$ cat config.mk
export PLATFORM = sky130hd
export DESIGN_NAME = step_dir_gen
export DESIGN_NICKNAME = d
export VERILOG_FILES = /design/src/rtl/step_dir_gen.sv
export SDC_FILE = /design/constraint.sdc
export NUM_CORES = 1
export LEC_CHECK = 0
export ABC_AREA = 0
export BUFFER_PORTS_ARGS = -buffer_cell sky130_fd_sc_hd__clkbuf_2
export CELL_PAD_IN_SITES_DETAIL_PLACEMENT = 0
export CELL_PAD_IN_SITES_GLOBAL_PLACEMENT = 1
export CORE_ASPECT_RATIO = 1.25
export CORE_MARGIN = 5
export CORE_UTILIZATION = 48
export DETAILED_ROUTE_END_ITERATION = 6
export PLACE_DENSITY = 0.95
export SYNTH_ARGS = -nofsm -noshare
export SYNTH_HDL_FRONTEND = slang
export SYNTH_SLANG_ARGS = --single-unit
$ cat constraint.sdc
create_clock -name clk -period 5.35 [get_ports clk]
set_input_delay 0.535 -clock clk [delete_from_list [all_inputs] [get_ports clk]]
set_output_delay 0.535 -clock clk [all_outputs]
set_load 0.005 [all_outputs]
$ cat src/rtl/step_dir_gen.sv
// step_dir_gen: step/direction pulse generator for one CNC axis
module step_dir_gen #(
  parameter int PULSE_W   = 4,
  parameter int DIR_SETUP = 8
) (
  input  logic        clk,
  input  logic        aclr_n,
  input  logic        sclr,
  input  logic [2:1]  addr,
  input  logic [1:0]  be,
  input  logic [15:0] wrdata,
  input  logic        write,
  input  logic        start,
  input  logic        abort,
  output logic        step,
  output logic        dir,
  output logic        busy,
  output logic        done,
  output logic [31:0] remaining
);
  typedef enum logic [1:0] {IDLE, SETUP, HIGH, LOW} state_t;
  localparam logic [15:0] PW    = 16'(PULSE_W);
  localparam logic [15:0] DS    = 16'(DIR_SETUP);
  localparam logic [15:0] MIN_P = 16'(2 * PULSE_W);
  state_t      state;
  logic [31:0] steps;
  logic [15:0] period;
  logic        dir_cmd;
  logic [15:0] timer;
  logic        abort_pend;
  logic [15:0] low_len;
  logic        t_end;
  assign low_len = (period > MIN_P ? period : MIN_P) - PW;
  assign t_end   = timer == 16'd1;
  // config registers, byte-granular, frozen while a move is running
  always_ff @(posedge clk or negedge aclr_n) begin
    if (!aclr_n) begin
      steps   <= '0;
      period  <= '0;
      dir_cmd <= 1'b0;
    end else if (sclr) begin
      steps   <= '0;
      period  <= '0;
      dir_cmd <= 1'b0;
    end else if (write && !busy) begin
      case (addr)
        2'd0: begin
          if (be[0]) steps[7:0]  <= wrdata[7:0];
          if (be[1]) steps[15:8] <= wrdata[15:8];
        end
        2'd1: begin
          if (be[0]) steps[23:16] <= wrdata[7:0];
          if (be[1]) steps[31:24] <= wrdata[15:8];
        end
        2'd2: begin
          if (be[0]) period[7:0]  <= wrdata[7:0];
          if (be[1]) period[15:8] <= wrdata[15:8];
        end
        default: if (be[0]) dir_cmd <= wrdata[0];
      endcase
    end
  end
  // move sequencer: dir setup, then high/low phases per step; a started pulse always completes
  always_ff @(posedge clk or negedge aclr_n) begin
    if (!aclr_n) begin
      state      <= IDLE;
      step       <= 1'b0;
      dir        <= 1'b0;
      busy       <= 1'b0;
      done       <= 1'b0;
      remaining  <= '0;
      timer      <= '0;
      abort_pend <= 1'b0;
    end else if (sclr) begin
      state      <= IDLE;
      step       <= 1'b0;
      dir        <= 1'b0;
      busy       <= 1'b0;
      done       <= 1'b0;
      remaining  <= '0;
      timer      <= '0;
      abort_pend <= 1'b0;
    end else begin
      done <= 1'b0;
      case (state)
        IDLE: if (start && !abort) begin
          if (steps != '0) begin
            state      <= SETUP;
            busy       <= 1'b1;
            dir        <= dir_cmd;
            remaining  <= steps;
            timer      <= DS;
            abort_pend <= 1'b0;
          end else done <= 1'b1;
        end
        SETUP: if (abort) begin
          state <= IDLE;
          busy  <= 1'b0;
          done  <= 1'b1;
        end else if (t_end) begin
          state <= HIGH;
          step  <= 1'b1;
          timer <= PW;
        end else timer <= timer - 16'd1;
        HIGH: if (t_end) begin
          step      <= 1'b0;
          remaining <= remaining - 32'd1;
          if (abort || abort_pend) begin
            state <= IDLE;
            busy  <= 1'b0;
            done  <= 1'b1;
          end else begin
            state <= LOW;
            timer <= low_len;
          end
        end else begin
          timer      <= timer - 16'd1;
          abort_pend <= abort_pend | abort;
        end
        LOW: if (abort || (t_end && remaining == '0)) begin
          state <= IDLE;
          busy  <= 1'b0;
          done  <= 1'b1;
        end else if (t_end) begin
          state <= HIGH;
          step  <= 1'b1;
          timer <= PW;
        end else timer <= timer - 16'd1;
      endcase
    end
  end
endmodule

==> results by group <==
Run status
  – Status: complete, no violations

Timing
  – Relative slew slack: 0.248
  – Hold WS: 211 ps
  – Setup Skew: 10.9 ps
  – Final Hold Vio Count: 0
  – FMAX: 0.270 GHz
  – Setup TNS: 0 ps
  – Final period utilization: 0.693
  – RSZ-0062 raised after global routing: false
  – Worst slew pin tran: 1120 ps
  – Max Slew Vio Count: 0
  – Min Tclk post-route: 3710 ps
  – Setup WS post-layout: 1640 ps
  – Setup Viol. Count Final: 0

Yosys
  – Synth Warn #: 0
  – Syn Inst Count: 684
  – Syn_nets: 718
  – Top FF cell, synth: dfrtp_1
  – Number of flops mapped to enable cells by yosys: 0
  – Yosys reg bits: 104
  – Syn Area/Cell: 8.45 sq um
  – Sequential-to-total area share from yosys stat: 0.450
  – Ys async rst share: 1.00
  – Cell Area, Synth: 5780 sq um
  – Cell variety after synth: 60

Routing
  – DRC violations left: 0
  – Post-route ant nets: 0
  – 1st-pass router iterations: 5
  – Total vias in the final route: 5464
  – Routed wire length per instance: 18.6 um
  – DR iter-0 viols: 374
  – Routed vias/inst: 6.10
  – Final WL: 16.6 mm

Die
  – Core Rows: 44
  – Die X: 108 um
  – Die area: 14400 sq um
  – Starting Density: 0.493
  – Die Height: 133 um
  – Core area: 11700 sq um
  – Num ports: 62

Power
  – Leak: 2.82 nW
  – Peak VDD IR: 0.164 mV
  – P per Cell Area: 316 nW/um^2

Global routing
  – Pin count of the biggest net entering global routing: 56
  – First-pass GRT wire length: 27.0 mm
  – Initial antenna violation count: 0
  – Gr usage total: 0.236
  – Congestion Overflow GR: 0
  – Vias in the first global route: 5170

Clock network
  – H-tree levels: 3
  – TritonCTS clock tree: yes
  – CTS Buf Count: 9
  – Hold_buf cts: 0
  – CTS resizes: 0
  – CTS Buffer Depth: 2
  – Post-CTS Repair Setup Buffers: 0
  – CTS sink count: 104
  – Later-pin clock latency in the skew report: 350 ps
  – Register clock-pin slew on the reported worst setup and hold paths: 80 ps
  – Root buffer cell: clkbuf_16

Cells and area
  – Finished Layout Cells: 896
  – Commonest non-fill, non-tap cells in the layout: o21ai_0, dfrtp_1, nand2_1
  – Final non-filler cell area: 6500 sq um
  – Share of cells above drive strength 1: 0.128
  – # diodes: 0
  – Area grow syn2layout: 12.4%
  – Most common library cell in the layout ignoring fill and taps: o21ai_0
  – Final net count: 764

Setup path
  – Worst reg2reg path endpoint: timer[10]
  – Reg2Reg Depth: 12
  – R2R setup slack: 1640 ps
  – Worst Setup SP: period[12]
  – CP endpoint: timer[10]
  – Critical path endpoint category: flip-flop
  – Max FO, Critical Path: 4
  – Worst Path Required: 5590 ps
  – Critical path type: flip-flop to flip-flop
  – CP startpoint kind: flip-flop
  – Reg2Reg Launch Point: period[12]
  – CP arrival: 3950 ps

Placement
  – DPL Wire Length: 12.2 mm
  – Area after DPL: 6210 sq um
  – Placer Congestion: 0.889
  – Dpl cells: 880
  – Pre-CTS setup slack: 1670 ps
  – IO buf count: 61

Min path
  – Worst hold path type: primary input to asynchronous set/reset pin

Job
  – Total of max-cap violations: 0
## report_power, final
group	switching, mW	internal, mW
clock	0.332	0.326
combinational	0.302	0.171
sequential	0.0785	0.848
total	0.713	1.34
## area by class of cell
class                   count  area [sq um]
clock inverters             7          61.3
fillers                  1094          5230
repair buffers             66           345
clock buffers               9           225
well taps                 161           201
flip-flops and latches    104          2600
inverters                  19          71.3
multi-input cells         530          2990
## cells by family after synthesis
group / synth area share
multiplexers: 0.00714
XOR/XNOR: 0.0182
AND/OR/NAND/NOR: 0.235
AO/OA/AOI/OAI: 0.238
flip-flops: 0.450
adder cells (fa/ha/maj): 0.0173
buffers and inverters: 0.0340
## worst max-delay path, stage by stage (launching register included)
cell and delay (ps):
dfrtp_1 410, or4_1 600, or4_1 590, nor3_1 320, nand2b_1 170, ha_1 180
nand2b_1 110, or4_1 450, or3_1 340, xor2_1 140, nor2_1 50, o21ai_0 140
o21ai_0 90
## worst min-delay path by stage
stage / endpoint / slack (ps)
finish: timer[7] / 210
global route: timer[7] / 260
CTS: timer[7] / 250
detailed placement: timer[9] / 500
global placement: steps[18] / 500
floorplan: abort_pend / 240
## Yosys cell counts (all sizes together) (8+ instances only)
master	instances	area [sq um]
nor3	20	100
ha	8	100
a21oi	48	252
inv	19	71.3
dfrtp	104	2600
o21ai	129	646
clkbuf	26	97.6
nand2b	22	138
nor2	58	218
nand3	9	45.0
or3	13	86.3
a22oi	12	90.1
nor4	25	163
nand2	82	308
## through the flow
step                 util  total power [mW]
floorplan               -              1.24
global placement    0.530              1.39
detailed placement  0.530              1.41
CTS                 0.554              2.06
global route        0.554              2.16
finish              0.554              2.06
## routing by layer
layer	wire, um	global-route usage	vias up
met5	0	0	-
met4	423	0.0772	0
met3	948	0.0439	26
met2	8250	0.386	202
met1	7010	0.317	2661
li1	-	-	2575
## sequential cells by signal, indices dropped and copies added (netlist names)
signal and cells:
abort_pend 1, busy 1, dir 1, dir_cmd 1, done 1, period 16, remaining 32, state 2
step 1, steps 32, timer 16
No activity file was read; power rests on OpenSTA's default activity.
